## config.mk

```make
export PLATFORM = sky130hd
export DESIGN_NAME = fir_serial_mac_flat
export DESIGN_NICKNAME = d
export VERILOG_FILES = /design/src/rtl/fir_serial_mac_if.sv /design/src/rtl/fir_serial_mac.sv /design/src/flat_wrapper.sv
export SDC_FILE = /design/constraint.sdc
export NUM_CORES = 2
export LEC_CHECK = 0
export BUFFER_PORTS_ARGS = -buffer_cell sky130_fd_sc_hd__buf_4
export CAP_MARGIN = 20
export CORE_ASPECT_RATIO = 0.5
export CORE_UTILIZATION = 55
export CTS_CLUSTER_DIAMETER = 40
export DETAILED_ROUTE_END_ITERATION = 10
export PLACE_DENSITY = 0.72
export SETUP_SLACK_MARGIN = 0.15
export SYNTH_ARGS = -nofsm -noshare
export SYNTH_HDL_FRONTEND = slang
export SYNTH_SLANG_ARGS = --single-unit
```

## constraint.sdc

```tcl
create_clock -name i_clk -period 17.2 [get_ports i_clk]
set_clock_uncertainty 0.15 [all_clocks]
set_input_delay 0.86 -clock i_clk [delete_from_list [all_inputs] [get_ports i_clk]]
set_output_delay 0.86 -clock i_clk [all_outputs]
set_load 0.02 [all_outputs]
```

## src/rtl/fir_serial_mac_if.sv

```systemverilog
// fir_serial_mac_if: sample-in, coefficient-write and sample-out bus of the FIR core.
// slave = FIR core side, master = producer/consumer side.
interface fir_serial_mac_if #(
  parameter int DATA_W = 24,
  parameter int COEF_W = 16,
  parameter int OUT_W  = 24,
  parameter int TAPS   = 16
);
  localparam int AW = $clog2(TAPS);

  logic signed [DATA_W-1:0] iv_din;
  logic                     i_din_valid;
  logic                     o_ready;
  logic                     i_coef_we;
  logic        [AW-1:0]     iv_coef_addr;
  logic signed [COEF_W-1:0] iv_coef_data;
  logic signed [OUT_W-1:0]  ov_dout;
  logic                     o_dout_valid;
  logic                     i_dout_ready;

  modport slave (
    input  iv_din, i_din_valid,
    output o_ready,
    input  i_coef_we, iv_coef_addr, iv_coef_data,
    output ov_dout, o_dout_valid,
    input  i_dout_ready
  );

  modport master (
    output iv_din, i_din_valid,
    input  o_ready,
    output i_coef_we, iv_coef_addr, iv_coef_data,
    input  ov_dout, o_dout_valid,
    output i_dout_ready
  );
endinterface

```

## src/rtl/fir_serial_mac.sv

```systemverilog
// fir_serial_mac: single-multiplier time-multiplexed FIR, one MAC per clock.
// Ports: i_clk, i_rst (sync, high), i_en (clock enable), bus (fir_serial_mac_if.slave:
//   sample in + o_ready, coefficient write, sample out valid/ready).
// Optional: define FIR_ROUND_EN for round-half-up before the output shift.
module fir_serial_mac #(
  parameter int DATA_W = 24,
  parameter int COEF_W = 16,
  parameter int TAPS   = 16,
  parameter int OUT_W  = 24,
  parameter int SHIFT  = 15
) (
  input logic              i_clk,
  input logic              i_rst,
  input logic              i_en,
  fir_serial_mac_if.slave  bus
);
  localparam int AW    = $clog2(TAPS);
  localparam int PW    = DATA_W + COEF_W;
  localparam int ACC_W = DATA_W + COEF_W + $clog2(TAPS);
  // One extra bit so the rounding add can never wrap.
  localparam int SW    = ACC_W + 1;

  localparam logic [AW-1:0] LAST = AW'(TAPS - 1);

  localparam logic signed [SW-1:0] OMAX =
    {{(SW-OUT_W+1){1'b0}}, {(OUT_W-1){1'b1}}};
  localparam logic signed [SW-1:0] OMIN =
    {{(SW-OUT_W+1){1'b1}}, {(OUT_W-1){1'b0}}};

`ifdef FIR_ROUND_EN
  // 2^(SHIFT-1), or zero when SHIFT==0.
  localparam logic signed [SW-1:0] RND =
    (SW'(1) << SHIFT) >> 1;
`endif

  typedef enum logic [1:0] {
    IDLE   = 2'd0,
    MAC    = 2'd1,
    SCALE  = 2'd2,
    OUTPUT = 2'd3
  } state_t;

  state_t                   state_q, state_d;
  logic signed [ACC_W-1:0]  acc_q, acc_d;
  logic        [AW-1:0]     tap_q, tap_d;
  logic        [AW-1:0]     rd_q, rd_d;
  logic        [AW-1:0]     wr_q, wr_d;
  logic signed [OUT_W-1:0]  dout_q, dout_d;
  logic                     dval_q, dval_d;

  logic signed [DATA_W-1:0] dline_q [TAPS];
  logic signed [COEF_W-1:0] coef_q  [TAPS];

  logic                     accept;
  logic                     coef_wr;
  logic signed [PW-1:0]     prod;
  logic signed [SW-1:0]     rsum;
  logic signed [SW-1:0]     shifted;
  logic signed [OUT_W-1:0]  sat;

  assign accept  = (state_q == IDLE) && bus.i_din_valid && i_en;
  assign coef_wr = (state_q == IDLE) && bus.i_coef_we && i_en
                 && ({1'b0, bus.iv_coef_addr} < (AW+1)'(TAPS));

  // rd_q walks backwards from the newest sample: buf[(wr_ptr-k) mod TAPS].
  assign prod = coef_q[tap_q] * dline_q[rd_q];

`ifdef FIR_ROUND_EN
  assign rsum = {acc_q[ACC_W-1], acc_q} + RND;
`else
  assign rsum = {acc_q[ACC_W-1], acc_q};
`endif

  assign shifted = rsum >>> SHIFT;

  always_comb begin
    sat = shifted[OUT_W-1:0];
    unique case (1'b1)
      (shifted > OMAX): sat = {1'b0, {(OUT_W-1){1'b1}}};
      (shifted < OMIN): sat = {1'b1, {(OUT_W-1){1'b0}}};
      default:          sat = shifted[OUT_W-1:0];
    endcase
  end

  always_comb begin
    state_d = state_q;
    acc_d   = acc_q;
    tap_d   = tap_q;
    rd_d    = rd_q;
    wr_d    = wr_q;
    dout_d  = dout_q;
    dval_d  = dval_q;
    case (state_q)
      IDLE: begin
        if (bus.i_din_valid) begin
          acc_d   = '0;
          tap_d   = '0;
          rd_d    = wr_q;
          state_d = MAC;
        end
      end
      MAC: begin
        acc_d = acc_q + {{(ACC_W-PW){prod[PW-1]}}, prod};
        tap_d = tap_q + AW'(1);
        rd_d  = (rd_q == '0) ? LAST : rd_q - AW'(1);
        if (tap_q == LAST) begin
          state_d = SCALE;
        end
      end
      SCALE: begin
        dout_d  = sat;
        dval_d  = 1'b1;
        state_d = OUTPUT;
      end
      OUTPUT: begin
        if (bus.i_dout_ready) begin
          dval_d  = 1'b0;
          wr_d    = (wr_q == LAST) ? '0 : wr_q + AW'(1);
          state_d = IDLE;
        end
      end
      default: state_d = IDLE;
    endcase
  end

  always_ff @(posedge i_clk) begin
    if (i_rst) begin
      state_q <= IDLE;
      acc_q   <= '0;
      tap_q   <= '0;
      rd_q    <= '0;
      wr_q    <= '0;
      dout_q  <= '0;
      dval_q  <= 1'b0;
      for (int i = 0; i < TAPS; i++) begin
        dline_q[i] <= '0;
        coef_q[i]  <= '0;
      end
    end else if (i_en) begin
      state_q <= state_d;
      acc_q   <= acc_d;
      tap_q   <= tap_d;
      rd_q    <= rd_d;
      wr_q    <= wr_d;
      dout_q  <= dout_d;
      dval_q  <= dval_d;
      if (accept) begin
        dline_q[wr_q] <= bus.iv_din;
      end
      if (coef_wr) begin
        coef_q[bus.iv_coef_addr] <= bus.iv_coef_data;
      end
    end
  end

  assign bus.o_ready      = (state_q == IDLE);
  assign bus.ov_dout      = dout_q;
  assign bus.o_dout_valid = dval_q;

endmodule

```

## src/flat_wrapper.sv

```systemverilog
// flat-port wrapper written by rule: the top's interface ports become plain ports
module fir_serial_mac_flat 
#(
  parameter int DATA_W = 24,
  parameter int COEF_W = 16,
  parameter int TAPS   = 16,
  parameter int OUT_W  = 24,
  parameter int SHIFT  = 15
)
  (i_clk, i_rst, i_en, bus_iv_din, bus_i_din_valid, bus_o_ready, bus_i_coef_we, bus_iv_coef_addr, bus_iv_coef_data, bus_ov_dout, bus_o_dout_valid, bus_i_dout_ready);
  fir_serial_mac_if #(.DATA_W(DATA_W), .COEF_W(COEF_W), .OUT_W(OUT_W), .TAPS(TAPS)) bus_i ();
  input logic i_clk;
  input logic i_rst;
  input logic i_en;
  input wire logic [$bits(bus_i.iv_din)-1:0] bus_iv_din;
  input wire logic [$bits(bus_i.i_din_valid)-1:0] bus_i_din_valid;
  output wire logic [$bits(bus_i.o_ready)-1:0] bus_o_ready;
  input wire logic [$bits(bus_i.i_coef_we)-1:0] bus_i_coef_we;
  input wire logic [$bits(bus_i.iv_coef_addr)-1:0] bus_iv_coef_addr;
  input wire logic [$bits(bus_i.iv_coef_data)-1:0] bus_iv_coef_data;
  output wire logic [$bits(bus_i.ov_dout)-1:0] bus_ov_dout;
  output wire logic [$bits(bus_i.o_dout_valid)-1:0] bus_o_dout_valid;
  input wire logic [$bits(bus_i.i_dout_ready)-1:0] bus_i_dout_ready;
  assign bus_i.iv_din = bus_iv_din;
  assign bus_i.i_din_valid = bus_i_din_valid;
  assign bus_o_ready = bus_i.o_ready;
  assign bus_i.i_coef_we = bus_i_coef_we;
  assign bus_i.iv_coef_addr = bus_iv_coef_addr;
  assign bus_i.iv_coef_data = bus_iv_coef_data;
  assign bus_ov_dout = bus_i.ov_dout;
  assign bus_o_dout_valid = bus_i.o_dout_valid;
  assign bus_i.i_dout_ready = bus_i_dout_ready;
  fir_serial_mac #(.DATA_W(DATA_W), .COEF_W(COEF_W), .TAPS(TAPS), .OUT_W(OUT_W), .SHIFT(SHIFT)) u_core (.i_clk(i_clk), .i_rst(i_rst), .i_en(i_en), .bus(bus_i));
endmodule
```

-- After elaboration in Yosys (flattened, before gate mapping)
Memories as Yosys holds them, arrays and structs flattened. A register that Yosys moved wholly into a read port is not among the register bits.
Cells that the tools add are included.
- add/sub/neg operators: 4
- multiply operators: 1
- order comparisons: 2
- eq/ne operators: 8
- muxes and demuxes: 35
- reductions and logical operators: 15
- operator list (cell ; number):
    one-hot mux 44 bit (2 select lines) ; 1
    one-hot mux 24 bit (2 select lines) ; 1
    adder 44 bit ; 1
    2-to-1 mux 44 bit ; 1
    multiplier 16 x 24 -> 40 bit ; 1
    2-to-1 mux 4 bit ; 10
    > comparator 29 x 24 -> 1 bit, second input constant ; 1
    less-than comparator 29 x 24 -> 1 bit, second input constant ; 1
    2-to-1 mux 24 bit ; 1
    OR reduction 24 bit ; 1
    2-to-1 mux 16 bit ; 1
    one-hot mux 4 bit (2 select lines) ; 2
    OR reduction 16 bit ; 1
    2-to-1 mux 1 bit ; 13
    AND reduction 3 bit ; 3
    adder 4 x 1 -> 4 bit, second input constant ; 2
    equality test 4 bit, second input constant ; 2
    one-hot mux 2 bit (4 select lines) ; 1
    2-to-1 mux 2 bit ; 3
    equality test 2 bit, second input constant ; 2
    logical AND 1 bit ; 4
    logical NOT 4 bit ; 1
    != test 2 bit, second input constant ; 2
    AND reduction 4 bit ; 1
    other kinds (7) ; 8
- bits in registers: 83
- memory bits (writable): 640
- input port bits: 50
- output and inout bits: 26
- word-level logic and storage cells: 74
- memories kept: 2
- memories (memory ; words ; width ; rd ports ; clocked after memory_dff ; write ports ; line ; RTL):
    u_core.dline_q ; 16 ; 24 ; 1 ; 1 ; 16 ; fir_serial_mac.sv:51 ; logic signed [DATA_W-1:0] dline_q [TAPS];
    u_core.coef_q ; 16 ; 16 ; 1 ; 1 ; 16 ; fir_serial_mac.sv:52 ; logic signed [COEF_W-1:0] coef_q [TAPS];

-- Longest topological paths before layout
- depth in word-level cells: 9
- gate-level depth with buffers: 42
- mapped depth without buffers: 38

-- Worst setup path before layout
No wires, ideal clock.
- path kind: reg-to-reg
- start point: reg with a tool-made name
- end point: reg u_core.acc_q[41]
- library setup time: 0.117 ns
- arrival: 9.670 ns
- data required time: 16.933 ns
- path slack: 7.264 ns
- cell stages (with the launch flop): 40
- buffers on the path: 4
- clock period less this slack: 9.936 ns
- path through: dfxtp_1 > clkbuf_1 > buf_2 > buf_2 > mux4_2 > mux4_2 > buf_2 > inv_1 > nor2_1 > fa_1 > fa_1 > inv_1 > fa_1 > inv_1 > fa_1 > fa_1 > inv_1 > fa_1 > [4 not listed] > o21ai_0 > a221oi_1 > a21boi_0 > nor2b_1 > o21ai_0 > a2111oi_0 > nor3_1 > xor2_1 > ha_1 > nand3_1 > or2_2 > or2b_2 > and3b_1 > o31ai_1 > a211o_1 > a31oi_1 > xnor2_1 > a22o_1
- RTL lines (element ; line ; RTL):
    end signal: assignment ; fir_serial_mac.sv:129 ; acc_q <= '0;
    end signal: assignment ; fir_serial_mac.sv:141 ; acc_q <= acc_d;
    end: declaration ; fir_serial_mac.sv:44 ; logic signed [ACC_W-1:0] acc_q, acc_d;

==> flow_summary.toml <==
[placed_design]
dpl.hpwl_mm = 81.5
gp_congestion = 0.951
io_buffers = 75

[yosys]
synth.avg_cell_area_um2 = 12.1
ys_seq_elements = 731
async_reset_ff_share_pct = 0
yosys-top-cells-area = "edfxtp_1, fa_1, mux4_2"
synth-main-ff-cell = "edfxtp_1"
synthesis.nets = 4556
yosysTopAreaCellShare_pct = 40.1
synthDistinctLibCells = 85
syn-cell-area_um2 = 48000
synth_edf_count = 640
syn_inst = 3979
synth_top_area_cell = "edfxtp_1"
synth-seq-area-share_pct = 43.9
synth_warnings = 0

[detailed_routing]
antenna_left = 0
drt-total-wl_mm = 123
via_per_inst = 5.90
drtPass1Iterations = 5
wl_per_cell_um = 23.7
drtIter0Drc = 3443
num_vias = 30700
drc = 0

[sta]
maxSlewViolCount = 0
fin_crit_sh_pct = 66.3
slew_headroom_pct = 29.1
worst_pin_slew_ns = 1.06
setup_viol = 0
finalHoldViolations = 0
tns_ns = 0
min_period_ns = 11.40
rsz0062_at_grt = "false"
max_freq_ghz = 0.0877

[clock_network]
clk_latency_ns = 0.68
path_clk_slew_ns = 0.06
cts.sinks = 731
cts_hold_buf = 0
root_buffer = "clkbuf_16"
cts_setup_buffers = 0
cts_buffers = 79
clock_path_buffers = 3
cts_tree = "done"
cts-resized-gates = 0
htreeDepth = 3

[floorplanning]
dieArea_um2 = 88500
rows = 76
start_util_pct = 55.6
die_y_um = 211
core_area_um2 = 86200
io_pins = 76
fp.dieW_um = 420

[grt]
antenna_found_initial = 2
first_global_vias = 31300
track_usage_pct = 28.6
grt_max_degree = 57
grt_overflow = 0
grt_pass1_wl_mm = 189

[setup_path]
rr_endpoint = "u_core.acc_q[41]$_SDFFE_PP0P_"
reg2reg_slack_ns = 5.80
end_kind = "flop"
cp.depth = 36
worstPathArrival_ns = 11.81
slowest_delay_ns = 0.73
path_class = "reg -> reg"
critPathCapture = "u_core.acc_q[41]$_SDFFE_PP0P_"
slowest_stage = "mux4_2"
rr_worst_depth = 36
start_kind = "flop"
path_common_cell = "fa_1"
cp.required_ns = 17.60
crit_fanout = 36
path_buf_inv = 6
crit_family = "adder cells"

[outcome]
status = "complete, no violations"

[flow_run]
maxCapViolations = 0

[layout]
areaGrowthSynthToFinish_pct = 9.34
layout_common_cells = "and2_1, edfxtp_1, inv_1"
antenna_cells = 0
final_common_cell = "and2_1"
drive_above_1_share_pct = 13.7
final_nets = 4545

[hold_path]
min_path_type = "reg -> reg"
[worst register-to-register path, delay by kind of cell (launching register included)]
family / cells / cell delay (ns)
adder cells (fa/ha/maj): 8 / 3.71
AO/OA/AOI/OAI: 11 / 2.38
multiplexers: 2 / 1.40
AND/OR/NAND/NOR: 7 / 1.36
buffers and inverters: 6 / 1.33
flip-flops: 1 / 0.67
XOR/XNOR: 2 / 0.30
[through the flow]
| step | area [um2] | setup WS [ns] | cells | utilization [%] | hold slack [ns] |
|---|---|---|---|---|---|
| global route | 52500 | 5.10 | 5203 | 60.8 | 0.336 |
| CTS | 52400 | 5.56 | 5202 | 60.8 | 0.307 |
| global placement | 49600 | 5.75 | 5056 | 57.6 | 0.298 |
| finish | 52500 | 5.80 | 5203 | 60.8 | 0.302 |
| detailed placement | 49600 | 5.55 | 5056 | 57.6 | 0.299 |
| floorplan | 48000 | 7.26 | 3979 | - | 0.286 |
[registers in the layout (all words and copies together) (netlist names), named ones only]
| name | count |
|---|---|
| u_core.bus.ov_dout | 24 |
| u_core.bus.o_dout_valid | 1 |
| u_core.acc_q | 44 |
| u_core.wr_q | 4 |
| u_core.state_q | 2 |
| u_core.rd_q | 4 |
| u_core.dline_q | 384 |
| u_core.coef_q | 256 |
| u_core.tap_q | 4 |
[Yosys cell counts (23+ instances only)]
cell type  instances
nand3_1           36
or2_2             38
a21oi_1          109
ha_1             152
a21o_1            36
xnor2_1           52
inv_1            474
edfxtp_1         640
nand2b_1          23
dfxtp_1           91
nor2_1           234
nand2_1          263
mux4_2           191
o21ai_0           47
clkbuf_1         195
nor2b_1           51
fa_1             375
nor3_1            45
and2_1           667
[metal layers]
| layer | global-route usage [%] | wire, um | up-vias |
|---|---|---|---|
| met5 | 0 | 0 | - |
| met1 | 41.5 | 52000 | 15700 |
| met4 | 5.73 | 2150 | 0 |
| met2 | 44.7 | 56100 | 1545 |
| li1 | - | - | 13400 |
| met3 | 6.33 | 13200 | 171 |
[kinds of logic (layout without fill, tap and decap cells)]
group / Yosys count / count (layout) / share of synthesized area (%)
simple gates: 1412 / 1412 / 15.7
compound gates: 325 / 325 / 4.48
flops: 731 / 731 / 43.9
xor+xnor: 71 / 71 / 1.30
buf+inv: 701 / 755 / 5.59
fa+ha+maj: 527 / 527 / 19.6
mux: 212 / 212 / 9.43
[worst min path at each step]
stage | cells past startpoint | to | startpoint | slack, ns
3_3_place_gp | 2 | u_core.acc_q[2]$_SDFFE_PP0P_ | u_core.acc_q[2]$_SDFFE_PP0P_ | 0.30
5_1_grt | 2 | u_core.bus.ov_dout[23]$_SDFFE_PP0P_ | u_core.bus.ov_dout[23]$_SDFFE_PP0P_ | 0.34
2_1_floorplan | 2 | u_core.acc_q[2]$_SDFFE_PP0P_ | u_core.acc_q[2]$_SDFFE_PP0P_ | 0.29
6_report | 2 | u_core.bus.ov_dout[23]$_SDFFE_PP0P_ | u_core.bus.ov_dout[23]$_SDFFE_PP0P_ | 0.30
4_1_cts | 2 | u_core.bus.ov_dout[23]$_SDFFE_PP0P_ | u_core.bus.ov_dout[23]$_SDFFE_PP0P_ | 0.31
3_5_place_dp | 2 | u_core.bus.ov_dout[23]$_SDFFE_PP0P_ | u_core.bus.ov_dout[23]$_SDFFE_PP0P_ | 0.30
[layout make-up]
class | instances | area (um2)
Multi-Input combinational cell | 2547 | 24300
Clock inverter | 54 | 736
Fill cell | 6654 | 33800
Timing Repair Buffer | 135 | 1010
Inverter | 474 | 1780
Sequential cell | 731 | 21100
Clock buffer | 92 | 2070
Tap cell | 1170 | 1460
Power is not shown: default switching activity piles up to over one toggle a cycle in this logic, so the estimate is an artifact.
